<file path="config.mk">
export PLATFORM = sky130hd
export DESIGN_NAME = training_data_server
export DESIGN_NICKNAME = d
export VERILOG_FILES = /design/src/rtl/knn_pkg.sv /design/src/rtl/training_mem.sv /design/src/rtl/training_data_server.sv
export SDC_FILE = /design/constraint.sdc
export NUM_CORES = 2
export LEC_CHECK = 0
export BUFFER_PORTS_ARGS = -buffer_cell sky130_fd_sc_hd__buf_2
export CAP_MARGIN = 20
export CELL_PAD_IN_SITES_DETAIL_PLACEMENT = 0
export CELL_PAD_IN_SITES_GLOBAL_PLACEMENT = 1
export CORE_UTILIZATION = 49
export DETAILED_ROUTE_END_ITERATION = 10
export GPL_ROUTABILITY_DRIVEN = 0
export PLACE_DENSITY_LB_ADDON = 0.08
export SYNTH_ARGS = -nofsm -noshare
export SYNTH_HDL_FRONTEND = slang
export SYNTH_HIERARCHICAL = 1
export SYNTH_SLANG_ARGS = --single-unit
</file>
<file path="constraint.sdc">
create_clock -name clk -period 10.69 [get_ports clk]
set_clock_uncertainty 0.15 [all_clocks]
set_input_delay 0.5345 -clock clk [delete_from_list [all_inputs] [get_ports clk]]
set_output_delay 0.5345 -clock clk [all_outputs]
set_load 0.01 [all_outputs]
</file>
<file path="src/rtl/knn_pkg.sv">
// Shared constants, element typedef and serving FSM states
// used by the kNN training data server.
package knn_pkg;

    localparam int M            = 4;
    localparam int N            = 4;
    localparam int W            = 8;
    localparam int MAX_ELEMENTS = 16;
    localparam int TYPE_W       = 2;
    localparam int ADDR_W       = 4;
    localparam int ELEM_W       = W * M * N;

    typedef logic [ELEM_W-1:0] elem_t;

    typedef enum logic [1:0] {
        IDLE,
        WAIT_REQ,
        FETCH,
        DONE
    } state_e;

    function automatic logic [W-1:0] elem_entry(
        input elem_t e,
        input int    r,
        input int    c
    );
        return e[(r*N+c)*W +: W];
    endfunction

endpackage

</file>
<file path="src/rtl/training_mem.sv">
// Simple dual-port training memory: synchronous write,
// registered one-cycle read. Contents are never reset.
module training_mem #(
    parameter int DEPTH = 16,
    parameter int DW    = 130,
    parameter int AW    = 4
) (
    input  logic          clk,
    input  logic          wr_en_i,
    input  logic [AW-1:0] wr_addr_i,
    input  logic [DW-1:0] wr_data_i,
    input  logic          rd_en_i,
    input  logic [AW-1:0] rd_addr_i,
    output logic [DW-1:0] rd_data_o
);

    logic [DW-1:0] mem_q [DEPTH];
    logic [DW-1:0] rd_data_q;
    logic          wr_ok;

    assign wr_ok     = wr_en_i &&
                       ({1'b0, wr_addr_i} < (AW+1)'(DEPTH));
    assign rd_data_o = rd_data_q;

    always_ff @(posedge clk) begin
        if (wr_ok) begin
            mem_q[wr_addr_i] <= wr_data_i;
        end
        if (rd_en_i) begin
            rd_data_q <= mem_q[rd_addr_i];
        end
    end

endmodule

</file>
<file path="src/rtl/training_data_server.sv">
// Serves one stored training element per data_request edge
// to the kNN distance calculator; host loads memory and query.
module training_data_server
    import knn_pkg::*;
#(
    parameter int M            = knn_pkg::M,
    parameter int N            = knn_pkg::N,
    parameter int W            = knn_pkg::W,
    parameter int MAX_ELEMENTS = knn_pkg::MAX_ELEMENTS,
    parameter int TYPE_W       = knn_pkg::TYPE_W,
    parameter int ADDR_W       = knn_pkg::ADDR_W
) (
    input  logic                clk,
    input  logic                rst_n,
    input  logic                load_we,
    input  logic [ADDR_W-1:0]   load_addr,
    input  logic [W*M*N-1:0]    load_data,
    input  logic [TYPE_W-1:0]   load_type,
    input  logic                load_input_we,
    input  logic                start,
    input  logic                data_request,
    output logic [W*M*N-1:0]    training_data,
    output logic [TYPE_W-1:0]   training_data_type,
    output logic [W*M*N-1:0]    input_data,
    output logic                read_done,
    output logic [ADDR_W-1:0]   elem_index,
    output logic                busy,
    output logic                pass_done
);

    localparam int EW = W * M * N;
    localparam logic [ADDR_W-1:0] LAST = ADDR_W'(MAX_ELEMENTS - 1);

    state_e              state_q, state_d;
    logic [ADDR_W-1:0]   idx_q, idx_d;
    logic                req_q;
    logic [EW-1:0]       td_q, td_d;
    logic [TYPE_W-1:0]   tt_q, tt_d;
    logic [EW-1:0]       in_q, in_d;
    logic                rdone_q, rdone_d;
    logic [ADDR_W-1:0]   eidx_q, eidx_d;
    logic                busy_q, busy_d;
    logic                pdone_q, pdone_d;
    logic                rd_en;
    logic                req_edge;
    logic [EW+TYPE_W-1:0] mem_rdata;

    assign req_edge = data_request & ~req_q;

    training_mem #(
        .DEPTH (MAX_ELEMENTS),
        .DW    (EW + TYPE_W),
        .AW    (ADDR_W)
    ) u_mem (
        .clk       (clk),
        .wr_en_i   (load_we & ~busy_q),
        .wr_addr_i (load_addr),
        .wr_data_i ({load_data, load_type}),
        .rd_en_i   (rd_en),
        .rd_addr_i (idx_q),
        .rd_data_o (mem_rdata)
    );

    always_comb begin
        state_d = state_q;
        idx_d   = idx_q;
        td_d    = td_q;
        tt_d    = tt_q;
        eidx_d  = eidx_q;
        busy_d  = busy_q;
        rdone_d = 1'b0;
        pdone_d = 1'b0;
        rd_en   = 1'b0;
        in_d    = (load_input_we && !busy_q) ? load_data : in_q;
        unique case (state_q)
            IDLE: begin
                if (start) begin
                    state_d = WAIT_REQ;
                    idx_d   = '0;
                    busy_d  = 1'b1;
                end
            end
            WAIT_REQ: begin
                if (req_edge) begin
                    rd_en   = 1'b1;
                    state_d = FETCH;
                end
            end
            FETCH: begin
                {td_d, tt_d} = mem_rdata;
                eidx_d  = idx_q;
                rdone_d = 1'b1;
                if (idx_q == LAST) begin
                    state_d = DONE;
                end else begin
                    idx_d   = idx_q + 1'b1;
                    state_d = WAIT_REQ;
                end
            end
            DONE: begin
                pdone_d = 1'b1;
                busy_d  = 1'b0;
                idx_d   = '0;
                state_d = IDLE;
            end
            default: state_d = IDLE;
        endcase
    end

    always_ff @(posedge clk or negedge rst_n) begin
        if (!rst_n) begin
            state_q <= IDLE;
            idx_q   <= '0;
            req_q   <= 1'b0;
            td_q    <= '0;
            tt_q    <= '0;
            in_q    <= '0;
            rdone_q <= 1'b0;
            eidx_q  <= '0;
            busy_q  <= 1'b0;
            pdone_q <= 1'b0;
        end else begin
            state_q <= state_d;
            idx_q   <= idx_d;
            req_q   <= data_request;
            td_q    <= td_d;
            tt_q    <= tt_d;
            in_q    <= in_d;
            rdone_q <= rdone_d;
            eidx_q  <= eidx_d;
            busy_q  <= busy_d;
            pdone_q <= pdone_d;
        end
    end

    assign training_data      = td_q;
    assign training_data_type = tt_q;
    assign input_data         = in_q;
    assign read_done          = rdone_q;
    assign elem_index         = eidx_q;
    assign busy               = busy_q;
    assign pass_done          = pdone_q;

endmodule

</file>
Yosys cells after proc, flatten, opt, wreduce, memory -nomap -nowiden
Memory sizes are Yosys's and may differ from the RTL's. A register that Yosys moved wholly into a read port is not among the register bits. Index checks and enable logic that the tools add are counted.

Flip-flop bits (word level): 272. Memory bits (writable): 2080. Input bits: 140. Output and inout bits: 265. Word-level logic and storage cells: 46. Memories: 1.

Memory list: u_mem.mem_q (depth 16, bits a word 130, rd ports 1, clocked after Yosys merged registers in 1, wr ports 1, line training_mem.sv:17) `logic [DW-1:0] mem_q [DEPTH];`.

Add/subtract/negate cells: 1. Equality and inequality tests: 7. Mux-type cells: 15. Bitwise logic cells: 4. Reductions and logical operators: 8.

Operators with widths (number): $pmux W4 S3 (1); $mux W4 (2); $pmux W2 S4 (1); $mux W1 (7); $mux W2 (3); $ne A2 B2 Y1 const B (3); $add A4 B1 Y4 const B (1); $eq A2 B2 Y1 const B (2); $eq A4 B4 Y1 const B (1); $reduce_and A2 Y1 (2); $reduce_and A3 Y1 (1); $reduce_bool A3 Y1 (1); $and A1 B1 Y1 (2); $eq A2 B1 Y1 const B (1); $logic_not A2 Y1 (1); $not A1 Y1 (2); $pmux W1 S2 (1); $reduce_bool A2 Y1 (1); $logic_and A1 B1 Y1 (1); $logic_not A1 Y1 (1).

Depth between registers and ports, before layout
Depth in word-level cells: 4. Gate-level depth with buffers: 7. Gate-level depth less buffers: 4.

Modules after synthesis
The synthesis kept the hierarchy.

By module, submodules not included: training_mem (times used 1, cells each 3411, area an instance 82023.7 um^2, seq. area each 66363.6 um^2); training_data_server (times used 1, cells each 595, area an instance 10552.6 um^2, seq. area each 6806.5 um^2).

Worst setup path before layout
OpenSTA, ideal clock, no wires.

Path type: input to register. Start: input port load_we. End: memory u_mem.mem_q[0][0], enable pin. Library setup time: 780 ps. Data arrival time: 10020 ps. Data required time: 9760 ps. Path slack: -260 ps. Cell stages on the path: 3. Buffers on the path: 0. Path through: nor2b_1 -> or3b_2 -> nor3_1.

Word-level cells in the longest chain between the ends: 3.

Ends and longest elaborated chain: start, declared (line training_data_server.sv:15) `input logic load_we,`; $and A1 B1 Y1 (line training_data_server.sv:56) `.wr_en_i (load_we & ~busy_q),`; $mux W1 (line training_mem.sv:26) `if (wr_ok) begin`; $mux W1 (not written as such) (line training_mem.sv:27) `mem_q[wr_addr_i] <= wr_data_i;`; end, declared (line training_mem.sv:17).

Every way passes these cells.

Final worst setup path
Start: register busy_q, in the netlist busy. End: memory u_mem.mem_q[1][21], enable pin.

Word-level cells in the longest chain between the ends: 4.

Ends and longest elaborated chain: start, declared (line training_data_server.sv:42) `logic busy_q, busy_d;`; start signal, assigned (line training_data_server.sv:131) `busy_q <= busy_d;`; $not A1 Y1 (line training_data_server.sv:56); $and A1 B1 Y1 (line training_data_server.sv:56); $mux W1 (line training_mem.sv:26); $mux W1 (not written as such) (line training_mem.sv:27).

Every way passes these cells.

==> impl_metrics.tcl <==
set metrics [dict create \
    synth_edf_count 2210 \
    critPathMaxFanout 71 \
    htree_levels 5 \
    seqCellArea_sq_um 73200 \
    layout_common_cells "2210 x edfxtp_1, 484 x mux4_2, 403 x buf_2" \
    clock_latency_ns 0.91 \
    status "finished with violations" \
    cts_made_buffers 276 \
    finalHoldViolCount 0 \
    final.setup.tns_ns 0 \
    grt_max_degree 118 \
    cts_root_buf "clkbuf_16" \
    synthCells 4006 \
    core_sq_um 188000 \
    syn_avg_cell_area_sq_um 23.1 \
    die_y_microns 437 \
    grt.busiest_layer "met2" \
    worst_pin_slew_ns 1.17 \
    crit_required_ns 11.06 \
    wl_per_cell_microns 30.0 \
    fin_cells 7385 \
    nets 4833 \
    rsz0062_at_grt "no" \
    multi_input_area_sq_um 18400 \
    setup_viol 0 \
    antenna_found_initial 10 \
    synth_top_area_share 0.717 \
    worstSetupPathType "reg -> reg" \
    dp_cells 6772 \
    postSynthNetCount 4147 \
    yosysWarningCount 6 \
    synth_top_cell_by_area "edfxtp_1" \
    cp.arrival_ns 4.51 \
    cts_tree "done" \
    max_freq_mhz 242 \
    cts_buffer_depth 4 \
    grt_usage 0.235 \
    violations "design-rule violations" \
    use_met1 0.331 \
    initial_core_util 0.493 \
    endpoint_kind "register" \
    p_leak_nw 34.9 \
    syn_area_sq_um 92600 \
    drtAntennaViolNets 0 \
    grt_pass1_wl_mm 321 \
    clock-sinks 2482 \
    num_rows 159 \
    final_max_slew_viol_count 0 \
    synthFlopType "edfxtp_1" \
    synth_seq_cells 2482 \
    ys_async_sr_fraction 0.110 \
    power.density_nw_per_um2 222 \
    drc 84 \
    nFillCells 13900 \
    vias 43500 \
    syn_to_final_growth_pct 15.9 \
    ir_drop_uv 137 \
    final_common_cell "edfxtp_1" \
    hold_class "in -> async" \
    dieArea_sq_um 191000 \
    period_share 0.387 \
    yosys.cell_types.count 43 \
    portBuffers 404 \
    grt_pass1_vias 45400 \
    grt_overflow 0 \
    post-dp-hpwl_mm 105 \
    wl_mm 222 \
    ctsResizeCount 0 \
    first_pass_iters 9 \
    die_w_microns 437 \
    postCtsSetupRepairBufs 0 \
    drv_cap 0 \
    drtIter0Drc 3722 \
    ys_seq_area_frac 0.790 \
    yosys-top-cells-area "edfxtp_1 72%, mux4_2 12%, dfrtp_1 7.4%, mux2_2 3.0%, a22oi_1 1.8%" \
    io_pins 405 \
    routed_via_density 5.89 \
    slew_headroom 0.223 \
    path_clk_slew_ns 0.06 \
    use_met2 0.388 \
    critPathLaunchType "register" \
    finalCriticalPeriod_ns 4.14 \
    drive_above_1_share 0.342 \
    grt_util_met3 0.0364 \
]
cell type report:
| type | instances | area share |
|---|---|---|
| Antenna cell | 2 | 0.0000467 |
| Clock buffer | 393 | 0.0711 |
| Clock inverter | 81 | 0.00637 |
| Inverter | 4 | 0.000210 |
| Multi-Input combinational cell | 1311 | 0.171 |
| Sequential cell | 2482 | 0.682 |
| Tap cell | 2495 | 0.0291 |
| Timing Repair Buffer | 617 | 0.0395 |
synth_stat cells (3+ instances only):
library cell,instances
nand2b_1,18
o221ai_1,23
nand2_1,96
a221oi_1,13
clkbuf_1,71
a22oi_1,218
buf_1,10
nor2_1,16
mux4_2,484
mux2_4,80
buf_6,3
buf_12,9
buf_2,84
a21oi_1,6
mux2_2,248
nor3_1,7
mux2i_1,26
edfxtp_1,2210
dfrtp_1,272
nand3b_1,3
o21ai_0,18
and2_1,3
buf_4,31
o22a_1,6
nor2b_1,31
stage by stage:
step	utilization	area, sq um	setup slack, ns	total power, mW	hold WS, ns
after floorplan	-	92600	0.0780	13.9	0.0889
after global placement	0.519	97500	6.38	15.1	0.305
after detailed placement	0.519	97500	6.34	15.2	0.313
after CTS	0.571	107000	6.49	24.1	0.0769
after global routing	0.571	107000	6.42	24.7	0.130
final	0.571	107000	6.55	23.8	0.0923
layer usage:
metal / wire length, microns / share of wire
met4: 4020 / 0.018
met5: 12 / 0.000054
met1: 94900 / 0.43
met3: 11700 / 0.053
met2: 111000 / 0.50
report_power, final:
part / switching, mW / internal (mW)
combinational: 1.62 / 1.68
sequential: 0.371 / 11.3
clock: 3.61 / 5.23
total: 5.60 / 18.2
logic make-up after synthesis:
kind of cell	count (synthesis)	share of synthesized area
flip-flops	2482	0.790
adder cells (fa/ha/maj)	1	0.000135
AO/OA/AOI/OAI	291	0.0235
multiplexers	838	0.164
XOR/XNOR	1	0.0000946
AND/OR/NAND/NOR	180	0.00923
buffers and inverters	213	0.0129
registers in the layout, indices dropped and copies added (netlist names):
name and flops:
u_mem/rd_data_o 130, state_q 2, busy 1, training_data_type 2, u_mem/mem_q 2080, elem_index 4, pass_done 1, read_done 1
training_data 128, idx_q 4, req_q 1, input_data 128
worst max-delay path: stages (launching register included):
cell,delay (ns)
dfrtp_1,0.43
nor2b_1,0.31
or3b_2,0.62
nor2_4,0.62
buf_4,0.93
buf_12,0.62
worst paths after layout:
| path | from | end | slack (ns) | cells after the start |
|---|---|---|---|---|
| max | busy | u_mem/mem_q[1][21] | 6.55 | 5 |
| min | rst_n | training_data[3] | 0.09 | 2 |
| max reg2reg | busy | u_mem/mem_q[1][21] | 6.55 | 5 |
| min reg2reg | u_mem/rd_data_o[56] | training_data[54] | 0.32 | 1 |
| max in group asynchronous | rst_n | input_data[79] | 8.19 | 4 |
| min in group clk | data_request | req_q | 0.18 | 2 |
timing repair:
action | 4_1_cts | 5_1_grt
hold endpoints to repair | 2282 | 0
hold buffers | 135 | 0
setup endpoints to repair | 0 | 0
Power figures use the tool's default switching activity.
